## src/rtl/noc_pkg.sv

```systemverilog
// rtl/noc_pkg.sv - shared mesh NoC port indices and address pack/unpack helpers
package noc_pkg;

  localparam int NORTH     = 0;
  localparam int EAST      = 1;
  localparam int SOUTH     = 2;
  localparam int WEST      = 3;
  localparam int LOCAL     = 4;
  localparam int NUM_PORTS = 5;

  // X occupies the top xw bits, Y the next yw bits, the rest is zero.
  function automatic logic [31:0] pack_addr(input logic [31:0] x, input logic [31:0] y,
                                            input int xw, input int yw, input int aw);
    logic [31:0] mask_x;
    logic [31:0] mask_y;
    mask_x = (32'd1 << xw) - 32'd1;
    mask_y = (32'd1 << yw) - 32'd1;
    return ((x & mask_x) << (aw - xw)) | ((y & mask_y) << (aw - xw - yw));
  endfunction

  function automatic logic [31:0] unpack_x(input logic [31:0] addr, input int xw, input int aw);
    logic [31:0] mask_x;
    mask_x = (32'd1 << xw) - 32'd1;
    return (addr >> (aw - xw)) & mask_x;
  endfunction

  function automatic logic [31:0] unpack_y(input logic [31:0] addr, input int xw, input int yw,
                                           input int aw);
    logic [31:0] mask_y;
    mask_y = (32'd1 << yw) - 32'd1;
    return (addr >> (aw - xw - yw)) & mask_y;
  endfunction

endpackage

```

## src/rtl/noc_sync_fifo.sv

```systemverilog
// rtl/noc_sync_fifo.sv - single-clock FIFO with registered storage and zeroed head when empty
module noc_sync_fifo #(
  parameter int WIDTH = 8,
  parameter int DEPTH = 4
) (
  input  logic             clk,
  input  logic             rst,
  input  logic             i_push,
  input  logic [WIDTH-1:0] i_data,
  input  logic             i_pop,
  output logic [WIDTH-1:0] o_data,
  output logic             o_full,
  output logic             o_empty
);

  localparam int PW = $clog2(DEPTH);

  logic [WIDTH-1:0] r_mem [DEPTH];
  logic [PW-1:0]    r_wr_ptr;
  logic [PW-1:0]    r_rd_ptr;
  logic [PW:0]      r_count;
  logic             w_push;
  logic             w_pop;

  assign o_full  = (r_count == (PW+1)'(DEPTH));
  assign o_empty = (r_count == '0);
  assign w_push  = i_push && !o_full;
  assign w_pop   = i_pop && !o_empty;
  assign o_data  = o_empty ? '0 : r_mem[r_rd_ptr];

  always_ff @(posedge clk) begin
    if (w_push) r_mem[r_wr_ptr] <= i_data;
  end

  always_ff @(posedge clk or posedge rst) begin
    if (rst) begin
      r_wr_ptr <= '0;
      r_rd_ptr <= '0;
      r_count  <= '0;
    end else begin
      if (w_push) r_wr_ptr <= r_wr_ptr + PW'(1);
      if (w_pop)  r_rd_ptr <= r_rd_ptr + PW'(1);
      if (w_push && !w_pop)      r_count <= r_count + (PW+1)'(1);
      else if (!w_push && w_pop) r_count <= r_count - (PW+1)'(1);
    end
  end

endmodule

```

## src/rtl/mesh_network_interface.sv

```systemverilog
// rtl/mesh_network_interface.sv - NI between a core and the router LOCAL port
// Injection/ejection FIFOs, delivery address check, saturating traffic counters.
module mesh_network_interface
  import noc_pkg::*;
#(
  parameter int DATA_WIDTH   = 32,
  parameter int ADDR_WIDTH   = 8,
  parameter int X_ADDR_WIDTH = 4,
  parameter int Y_ADDR_WIDTH = 4,
  parameter int INJ_DEPTH    = 4,
  parameter int EJ_DEPTH     = 4,
  parameter int CNT_WIDTH    = 16
) (
  input  logic                    clk,
  input  logic                    rst,
  input  logic [X_ADDR_WIDTH-1:0] local_x_addr,
  input  logic [Y_ADDR_WIDTH-1:0] local_y_addr,
  input  logic                    inj_valid_i,
  input  logic [DATA_WIDTH-1:0]   inj_data_i,
  input  logic [X_ADDR_WIDTH-1:0] inj_dest_x_i,
  input  logic [Y_ADDR_WIDTH-1:0] inj_dest_y_i,
  output logic                    inj_ready_o,
  output logic                    rtr_valid_o,
  output logic [DATA_WIDTH-1:0]   rtr_data_o,
  output logic [ADDR_WIDTH-1:0]   rtr_addr_o,
  input  logic                    rtr_ready_i,
  input  logic                    rtr_valid_i,
  input  logic [DATA_WIDTH-1:0]   rtr_data_i,
  input  logic [ADDR_WIDTH-1:0]   rtr_addr_i,
  output logic                    rtr_ready_o,
  output logic                    ej_valid_o,
  output logic [DATA_WIDTH-1:0]   ej_data_o,
  input  logic                    ej_ready_i,
  input  logic                    cnt_clr_i,
  output logic [CNT_WIDTH-1:0]    inj_cnt_o,
  output logic [CNT_WIDTH-1:0]    ej_cnt_o,
  output logic [CNT_WIDTH-1:0]    drop_cnt_o,
  output logic                    misroute_err_o
);

  logic [ADDR_WIDTH-1:0]            w_inj_addr;
  logic [ADDR_WIDTH+DATA_WIDTH-1:0] w_inj_head;
  logic                             w_inj_full;
  logic                             w_inj_empty;
  logic                             w_inj_push;
  logic                             w_inj_pop;
  logic                             w_ej_full;
  logic                             w_ej_empty;
  logic                             w_ej_accept;
  logic                             w_is_local;
  logic                             w_ej_push;
  logic                             w_ej_pop;
  logic                             w_drop;
  logic [CNT_WIDTH-1:0]             r_inj_cnt;
  logic [CNT_WIDTH-1:0]             r_ej_cnt;
  logic [CNT_WIDTH-1:0]             r_drop_cnt;
  logic                             r_misroute_err;

  function automatic logic [CNT_WIDTH-1:0] sat_inc(input logic [CNT_WIDTH-1:0] v, input logic en);
    return (en && (v != '1)) ? v + CNT_WIDTH'(1) : v;
  endfunction

  assign w_inj_addr = ADDR_WIDTH'(pack_addr(32'(inj_dest_x_i), 32'(inj_dest_y_i),
                                            X_ADDR_WIDTH, Y_ADDR_WIDTH, ADDR_WIDTH));

  assign inj_ready_o = !w_inj_full;
  assign w_inj_push  = inj_valid_i && inj_ready_o;
  assign rtr_valid_o = !w_inj_empty;
  assign w_inj_pop   = rtr_valid_o && rtr_ready_i;
  assign {rtr_addr_o, rtr_data_o} = w_inj_head;

  noc_sync_fifo #(
    .WIDTH (ADDR_WIDTH + DATA_WIDTH),
    .DEPTH (INJ_DEPTH)
  ) u_inj_fifo (
    .clk     (clk),
    .rst     (rst),
    .i_push  (w_inj_push),
    .i_data  ({w_inj_addr, inj_data_i}),
    .i_pop   (w_inj_pop),
    .o_data  (w_inj_head),
    .o_full  (w_inj_full),
    .o_empty (w_inj_empty)
  );

  // A misrouted packet is still consumed, but only when there is room to accept.
  assign rtr_ready_o = !w_ej_full;
  assign w_ej_accept = rtr_valid_i && rtr_ready_o;
  assign w_is_local  = (unpack_x(32'(rtr_addr_i), X_ADDR_WIDTH, ADDR_WIDTH) == 32'(local_x_addr)) &&
                       (unpack_y(32'(rtr_addr_i), X_ADDR_WIDTH, Y_ADDR_WIDTH, ADDR_WIDTH) ==
                        32'(local_y_addr));
  assign w_ej_push   = w_ej_accept && w_is_local;
  assign w_drop      = w_ej_accept && !w_is_local;
  assign ej_valid_o  = !w_ej_empty;
  assign w_ej_pop    = ej_valid_o && ej_ready_i;

  noc_sync_fifo #(
    .WIDTH (DATA_WIDTH),
    .DEPTH (EJ_DEPTH)
  ) u_ej_fifo (
    .clk     (clk),
    .rst     (rst),
    .i_push  (w_ej_push),
    .i_data  (rtr_data_i),
    .i_pop   (w_ej_pop),
    .o_data  (ej_data_o),
    .o_full  (w_ej_full),
    .o_empty (w_ej_empty)
  );

  always_ff @(posedge clk or posedge rst) begin
    if (rst) begin
      r_inj_cnt      <= '0;
      r_ej_cnt       <= '0;
      r_drop_cnt     <= '0;
      r_misroute_err <= 1'b0;
    end else if (cnt_clr_i) begin
      r_inj_cnt      <= '0;
      r_ej_cnt       <= '0;
      r_drop_cnt     <= '0;
      r_misroute_err <= 1'b0;
    end else begin
      r_inj_cnt      <= sat_inc(r_inj_cnt, w_inj_pop);
      r_ej_cnt       <= sat_inc(r_ej_cnt, w_ej_pop);
      r_drop_cnt     <= sat_inc(r_drop_cnt, w_drop);
      r_misroute_err <= r_misroute_err | w_drop;
    end
  end

  assign inj_cnt_o      = r_inj_cnt;
  assign ej_cnt_o       = r_ej_cnt;
  assign drop_cnt_o     = r_drop_cnt;
  assign misroute_err_o = r_misroute_err;

endmodule

```

## config.mk

```make
export PLATFORM = sky130hd
export DESIGN_NAME = mesh_network_interface
export DESIGN_NICKNAME = d
export VERILOG_FILES = /design/src/rtl/noc_pkg.sv /design/src/rtl/noc_sync_fifo.sv /design/src/rtl/mesh_network_interface.sv
export SDC_FILE = /design/constraint.sdc
export NUM_CORES = 1
export LEC_CHECK = 0
export ABC_AREA = 0
export ABC_CLOCK_PERIOD_IN_PS = 3900
export CAP_MARGIN = 10
export CORE_MARGIN = 2
export CORE_UTILIZATION = 60
export DETAILED_ROUTE_END_ITERATION = 8
export DONT_BUFFER_PORTS = 1
export PLACE_DENSITY = 0.76
export SYNTH_ARGS = -nofsm -noshare
export SYNTH_HDL_FRONTEND = slang
export SYNTH_SLANG_ARGS = --single-unit
```

## constraint.sdc

```tcl
create_clock -name clk -period 3.9 [get_ports clk]
set_clock_uncertainty 0.05 [all_clocks]
set_input_delay 0.78 -clock clk [delete_from_list [all_inputs] [get_ports clk]]
set_output_delay 0.78 -clock clk [all_outputs]
set_load 0.005 [all_outputs]
```

# After elaboration in Yosys (flattened, before gate mapping)
# Memories as Yosys holds them, arrays and structs flattened.
# Index checks and enable logic that the tools add are counted.
# Widths: inputs -> output; s select.
[op_classes]
add_sub_neg = 11
n_eq_ne = 7
mux = 17
bitwise = 2
reduce_logical = 34
[ops]
columns = ["op", "count"]
rows = [
  ["$mux 16", 6],
  ["$add 16x1->16 const B", 3],
  ["$ne 16x16->1 const B", 3],
  ["$mux 40", 1],
  ["$mux 32", 1],
  ["$logic_and 1x1->1", 18],
  ["$mux 3", 4],
  ["$reduce_bool 2->1", 5],
  ["$logic_not 1->1", 9],
  ["$add 2x1->2 const B", 4],
  ["$eq 4x4->1", 2],
  ["$or 8x4->8", 1],
  ["$add 3x1->3 const B", 2],
  ["$eq 3x3->1 const B", 2],
  ["$logic_not 3->1", 2],
  ["$sub 3x1->3 const B", 2],
  ["$mux 1", 5],
  ["$or 1x1->1", 1],
]
[word_totals]
ff_bits = 63
ramBits = 288
input_bits = 95
output_inout_bits = 125
word_cells = 83
memories = 2
[mem_list]
columns = ["name", "depth", "word_bits", "read_ports", "rd_clocked_by_memory_dff", "wr", "line", "source"]
rows = [
  ["u_inj_fifo.r_mem", 4, 40, 1, 0, 1, "noc_sync_fifo.sv:18", "logic [WIDTH-1:0] r_mem [DEPTH];"],
  ["u_ej_fifo.r_mem", 4, 32, 1, 0, 1, "noc_sync_fifo.sv:18", ""],
]

# Logic depth before layout (Yosys ltp)
# Gate-level depths: netlist of the first run.
[depth]
ltp_word = 9
depth_mapped = 10
depth_no_buf = 9

# Hierarchy
# A second synthesis of the first run with hierarchy kept.
[unflattened]
hier_cells = 842
hier_area_um2 = 14631.5
[by_module_without_submodules]
columns = ["module", "instances", "cells_per_inst", "area_each_um2", "seq_area_each_um2"]
rows = [
  ["noc_sync_fifo (u_inj_fifo)", 1, 292, 6516.2, 4979.8],
  ["noc_sync_fifo (u_ej_fifo)", 1, 240, 5292.6, 4018.9],
  ["mesh_network_interface", 1, 310, 2822.7, 1226.2],
]

# Worst setup path after synthesis of the first run
# OpenSTA, ideal clock, no wires.
[synth_timing]
kind = "input-to-reg"
startpoint = "input local_y_addr[1]"
endpoint = "memory u_ej_fifo.r_mem[0][0] (netlist name) (enable)"
setup_time_ns = 0.392
arrival_ns = 2.564
t_required_ns = 3.458
path_slack_ns = 0.894
stages = 5
n_path_buf = 1
cell_sequence = "xor2_1 > nor4_2 > and4_1 > clkbuf_1 > and2_1"
[synth_via]
elab_chain_cells = 6
[synth_rtl]
columns = ["item", "line", "source"]
rows = [
  ["start: declaration", "mesh_network_interface.sv:17", "input logic [Y_ADDR_WIDTH-1:0] local_y_addr,"],
  ["$eq 4x4->1", "mesh_network_interface.sv:90", "(unpack_y(32'(rtr_addr_i), X_ADDR_WIDTH, Y_ADDR_WIDTH, ADDR_WIDTH) =="],
  ["$logic_and 1x1->1", "mesh_network_interface.sv:89", "assign w_is_local = (unpack_x(32'(rtr_addr_i), X_ADDR_WIDTH, ADDR_WIDTH) == 32'(local_x_addr)) &&"],
  ["$logic_and 1x1->1", "mesh_network_interface.sv:92", "assign w_ej_push = w_ej_accept && w_is_local;"],
  ["$logic_and 1x1->1", "noc_sync_fifo.sv:27", "assign w_push = i_push && !o_full;"],
  ["via u_ej_fifo.w_push", "noc_sync_fifo.sv:22", "logic w_push;"],
  ["$mux 1", "noc_sync_fifo.sv:32", "if (w_push) r_mem[r_wr_ptr] <= i_data;"],
  ["$mux 1 (implied by the code)", "noc_sync_fifo.sv:32", ""],
  ["end: declaration", "noc_sync_fifo.sv:18", ""],
]
# The timed path passes the listed nets, and every way through them passes these cells.

# Worst setup path after layout of the first run
[layout_timing]
startpoint = "register u_ej_fifo.r_rd_ptr[1]"
endpoint = "output ej_data_o[17]"
[layout_via]
elab_chain_cells = 2
[layout_rtl]
columns = ["item", "line", "source"]
rows = [
  ["start: declaration", "noc_sync_fifo.sv:20", "logic [PW-1:0] r_rd_ptr;"],
  ["start signal: assignment", "noc_sync_fifo.sv:42", "if (w_pop) r_rd_ptr <= r_rd_ptr + PW'(1);"],
  ["$mem_v2 4x32", "n/a", ""],
  ["$mux 32", "noc_sync_fifo.sv:29", "assign o_data = o_empty ? '0 : r_mem[r_rd_ptr];"],
  ["end: declaration", "mesh_network_interface.sv:32", "output logic [DATA_WIDTH-1:0] ej_data_o,"],
]
# Every way passes these cells.

==> impl_metrics.json, run 1 <==
{
  "slew_headroom_pct": 25.9,
  "clock_sink_count": 351,
  "wirelength_um": 27500,
  "cts_tree": "done",
  "port_buffers": 0,
  "synth_area_leader_cell": "edfxtp_1",
  "fin_total_pwr_uw": 10400,
  "start_kind": "register",
  "clock_path_buffers": 3,
  "yosys_warnings": 0,
  "rsz0062_at_grt": "no",
  "layout.nets": 947,
  "drive_gt1_share_pct": 17.4,
  "globalRouteOverflowTotal": 0,
  "p_per_area_nw_per_um2": 658,
  "path_clk_slew_ns": 0.06,
  "initialDrtViolationCount": 626,
  "antenna_found_initial": 0,
  "syn_area_per_cell_um2": 17.4,
  "initial_core_util_pct": 61.1,
  "dp_cells": 1118,
  "ir_drop_mv": 0.687,
  "cts_resized": 0,
  "gp_congestion": 0.848,
  "ys_types": 50,
  "area_growth_pct": 9.95,
  "finalMaxSlewViolations": 0,
  "synth_cells": 828,
  "hold_violations": 0,
  "grt_usage_pct": 22.2,
  "period_share_pct": 83.9,
  "first_global_vias": 7883,
  "std_cell_rows": 56,
  "cp-end-kind": "primary output",
  "htreeDepth": 2,
  "ys_seq_elements": 351,
  "synth_ff_type": "edfxtp_1",
  "pin_count": 220,
  "synth_top_area_share_pct": 60.1,
  "vias": 7264,
  "grt_pass1_wl_um": 43800,
  "min_period_ns": 3.27,
  "ys_seq_area_share_pct": 71.1,
  "cts_buffers": 36,
  "die_w_um": 159,
  "critPathKind": "reg2out",
  "worstPathArrival_ns": 2.44,
  "ys_top_cells_by_area": "edfxtp_1 (60%), mux4_2 (11%), dfrtp_1 (11%)",
  "yosysMostFrequentCell": "edfxtp_1",
  "grt_max_degree": 54,
  "tns_ns": 0,
  "die-area_um2": 25200,
  "drv_cap": 0,
  "placeableCoreArea_um2": 23500,
  "drc_errors": 0,
  "hp-class": "in2async",
  "cts_post_setup_buffers_inserted": 0,
  "setup_viol_count_final": 0,
  "postCtsHoldBufs": 0,
  "nFillCells": 1562,
  "viasPerCell": 6.15,
  "root_buffer": "clkbuf_16",
  "synth_edf_count": 288,
  "synth.cells.most_frequent": "edfxtp_1 (288), and2_1 (77), mux4_2 (72), dfrtp_1 (63), nor2_1 (42)",
  "diodes": 0,
  "leakagePower_uw": 0.00525,
  "wl_per_cell_um": 23.2,
  "synth_area_um2": 14400,
  "cp_max_fo": 20,
  "rrSetupSlack_ns": 1.38,
  "crit_required_ns": 3.07,
  "tightestPinTransition_ns": 1.11,
  "layout.cells.non_filler": 1182,
  "clock_latency_ns": 0.51,
  "fp.dieH_um": 159,
  "synthArstFlopShare_pct": 17.9,
  "antenna_left": 0,
  "dp_hpwl_um": 16900,
  "first_pass_iters": 5,
  "status": "finished, final reports clean",
  "synthesis.nets": 938,
  "fmax_ghz": 0.306
}
-- power by group --
group / switching (uW) / internal, uW / total, uW
Clock: 1340 / 1910 / 3250
Sequential: 325 / 4530 / 4850
Combinational: 1150 / 1170 / 2320
-- cells by family after synthesis --
logic type | Yosys count | synth area share (%)
compound gates | 50 | 2.18
buf+inv | 50 | 1.55
xor+xnor | 42 | 2.56
mux | 77 | 11.7
flops | 351 | 71.1
fa+ha+maj | 15 | 1.41
simple gates | 243 | 9.58
-- stage by stage --
stage	cell area (um^2)	util [%]	hold WS [ns]	setup slack, ns
2_1_floorplan	14400	-	0.419	0.894
3_3_place_gp	14700	62.4	0.413	1.03
3_5_place_dp	14700	62.4	0.430	0.951
4_1_cts	15800	67.2	0.246	0.551
5_1_grt	15800	67.2	0.260	0.514
6_report	15800	67.2	0.235	0.628
-- worst max-delay path, cell delays in order, from the launching register on --
cell and delay, ns:
dfrtp_1 0.95, buf_4 0.40, mux4_2 0.38, and2_1 0.20
-- path summary, 6_finish.rpt --
path                                              startpoint                           endpoint  depth (start not counted)
hold reg to reg            u_ej_fifo.r_rd_ptr[0]$_DFFE_PP0P_  u_ej_fifo.r_rd_ptr[0]$_DFFE_PP0P_                          1
hold / removal                                           rst  u_ej_fifo.r_wr_ptr[1]$_DFFE_PP0P_                          1
max in group asynchronous                                rst           inj_cnt_o[4]$_DFFE_PP0P_                          2
setup / recovery           u_ej_fifo.r_rd_ptr[1]$_DFFE_PP0P_                      ej_data_o[17]                          3
setup reg to reg                   drop_cnt_o[1]$_DFFE_PP0P_         drop_cnt_o[11]$_DFFE_PP0P_                          6
min in group clk                                   cnt_clr_i         drop_cnt_o[10]$_DFFE_PP0P_                          1
-- state kept, by name, summed over array words and instances, names as in the netlist --
register and flops:
u_ej_fifo.r_rd_ptr 2, u_ej_fifo.r_wr_ptr 2, misroute_err_o 1, ej_cnt_o 16, u_inj_fifo.r_wr_ptr 2, u_inj_fifo.r_count 3, drop_cnt_o 16, u_inj_fifo.r_rd_ptr 2
inj_cnt_o 16, u_ej_fifo.r_mem 128, u_inj_fifo.r_mem 160, u_ej_fifo.r_count 3
-- routing by layer --
metal | GRT usage (%) | share of wire [%] | vias up
met3 | 8.10 | 9.1 | 41
met4 | 6.28 | 1.8 | 0
li1 | - | - | 3235
met5 | 0 | 0 | -
met2 | 37.7 | 52 | 278
met1 | 27.0 | 37 | 3710
-- layout by cell type (no fill, tap or decap), types with 4 or more instances in the layout --
cell and n:
nand3_1 16, nor2_1 42, and3_2 4, clkinv_1 7, xor2_1 14, nor2b_1 4
xnor2_1 28, o21ai_0 8, or4_1 10, inv_1 11, ha_1 13, clkbuf_16 36
nor3_1 14, mux4_2 72, nand2_1 26, dfrtp_1 60, clkinv_2 5, or3_1 6
and4_1 6, nand4_1 11, o31ai_1 10, a21oi_1 21, edfxtp_1 288, and2_1 77
buf_4 8, clkbuf_1 8, nor4_1 11
-- layout make-up --
class | instances | area [um^2] | share of cell area (%)
Inverter | 12 | 45.0 | 0.285
Sequential cell | 351 | 10200 | 64.7
Clock buffer | 44 | 931 | 5.88
Clock inverter | 20 | 190 | 1.20
Timing Repair Buffer | 9 | 80.1 | 0.506
Tap cell | 319 | 399 | 2.52
Multi-Input combinational cell | 427 | 3950 | 24.9
Power figures use the tool's default switching activity.
==> run 2, diff against run 1 <==
Settings changed: ABC_CLOCK_PERIOD_IN_PS 3900 to 3250.
Clock period 3.9 ns to 3.25 ns, I/O delays scaled along.
==> impl_metrics.json, run 2 (same netlist as run 1, synthesis figures left out) <==
{
  "cts_buffers": 36,
  "first_pass_iters": 5,
  "largestRegisters": "u_inj_fifo.r_mem: 160 flops, u_ej_fifo.r_mem: 128 flops",
  "placeableCoreArea_um2": 23500,
  "pin_count": 220,
  "antenna_left": 0,
  "min_period_ns": 2.92,
  "hold_violations": 0,
  "largest_register_ffs": 160,
  "antenna_found_initial": 0,
  "die-area_um2": 25200,
  "tightestPinTransition_ns": 1.17,
  "fp.dieH_um": 159,
  "cts_tree": "done",
  "first_global_vias": 7652,
  "layout.nets": 950,
  "gp_congestion": 0.836,
  "final_common_cell": "edfxtp_1",
  "ir_drop_mv": 1.01,
  "root_buffer": "clkbuf_16",
  "cp-end-kind": "primary output",
  "drive_gt1_share_pct": 17.2,
  "die_w_um": 159,
  "finalMaxSlewViolations": 0,
  "cts_post_setup_buffers_inserted": 0,
  "dp_hpwl_um": 17400,
  "nFillCells": 1605,
  "final_cell_area_um2": 15800,
  "cp_max_fo": 41,
  "fmax_ghz": 0.343,
  "drv_cap": 0,
  "clock_sink_count": 351,
  "path_clk_slew_ns": 0.06,
  "wirelength_um": 27300,
  "cts_resized": 0,
  "tns_ns": 0,
  "globalRouteOverflowTotal": 0,
  "initial_core_util_pct": 61.1,
  "vias": 7296,
  "std_cell_rows": 56,
  "area_growth_pct": 9.93,
  "largest_register": "u_inj_fifo.r_mem",
  "p_per_area_nw_per_um2": 779,
  "initialDrtViolationCount": 535,
  "clock_path_buffers": 3,
  "grt_usage_pct": 21.7,
  "postCtsHoldBufs": 1,
  "placed_cell_area_um2": 14700,
  "leakagePower_uw": 0.00525,
  "viasPerCell": 6.16,
  "critPathKind": "reg2out",
  "htreeDepth": 2,
  "layout_common_cells": "edfxtp_1 (288), and2_1 (77), mux4_2 (72)",
  "crit_required_ns": 2.55,
  "hp-class": "in2reg",
  "wl_per_cell_um": 23.0,
  "worstPathArrival_ns": 2.22,
  "diodes": 0,
  "period_share_pct": 89.8,
  "grt_pass1_wl_um": 42800,
  "port_buffers": 0,
  "status": "finished, final reports clean",
  "clock_latency_ns": 0.50,
  "start_kind": "register",
  "setup_viol_count_final": 0,
  "rsz0062_at_grt": "no",
  "drc_errors": 0,
  "slew_headroom_pct": 21.8,
  "grt_max_degree": 54
}
run 2: layer usage:
layer / routed length [um] / global-route usage (%)
met5: 0 / 0
met4: 536 / 5.41
met3: 2530 / 8.28
met2: 13800 / 35.8
met1: 10400 / 27.5
run 2: path summary, 6_finish.rpt:
path,start,end,slack (ns),cells after the start
setup / recovery,u_inj_fifo.r_count[1]$_DFFE_PP0P_,rtr_data_o[0],0.33,2
setup reg to reg,drop_cnt_o[1]$_DFFE_PP0P_,drop_cnt_o[3]$_DFFE_PP0P_,0.84,7
hold / removal,cnt_clr_i,inj_cnt_o[15]$_DFFE_PP0P_,0.16,1
min in group asynchronous,rst,drop_cnt_o[14]$_DFFE_PP0P_,0.54,2
max in group asynchronous,rst,u_ej_fifo.r_rd_ptr[0]$_DFFE_PP0P_,1.96,3
hold reg to reg,u_ej_fifo.r_rd_ptr[1]$_DFFE_PP0P_,u_ej_fifo.r_rd_ptr[1]$_DFFE_PP0P_,0.46,1
run 2: power by group:
group	leakage [uW]	total, uW	internal (uW)	switching (uW)
Sequential	0.00345	5760	5430	323
Clock	0.000522	3700	2130	1570
Combinational	0.00128	2870	1430	1440
Total	0.00525	12300	9000	3330
run 2: final cells by class:
cell class / count / area [um^2] / share of cell area [%]
sequential: 351 / 10200 / 64.7
clock inverter: 16 / 83.8 / 0.530
inverter: 12 / 45.0 / 0.285
tap: 319 / 399 / 2.52
multi-input combinational: 427 / 3950 / 24.9
timing repair buffer: 12 / 130 / 0.823
clock buffer: 47 / 985 / 6.23
run 2: critical path, cell delays in order, from the launching register on:
cell     delay, ns
dfrtp_1       0.43
or3_1         0.87
and2_1        0.39
run 2: metrics by stage:
stage | total power [uW] | cells | utilization (%) | hold WS [ns] | setup slack (ns)
finish | 12300 | 1184 | 67.2 | 0.158 | 0.331
global route | 12900 | 1184 | 67.2 | 0.138 | 0.136
CTS | 12500 | 1184 | 67.2 | 0.139 | 0.298
detailed placement | 8790 | 1120 | 62.6 | 0.418 | 0.429
global placement | 8670 | 1120 | 62.6 | 0.415 | 0.519
floorplan | 8070 | 828 | - | 0.419 | 0.374
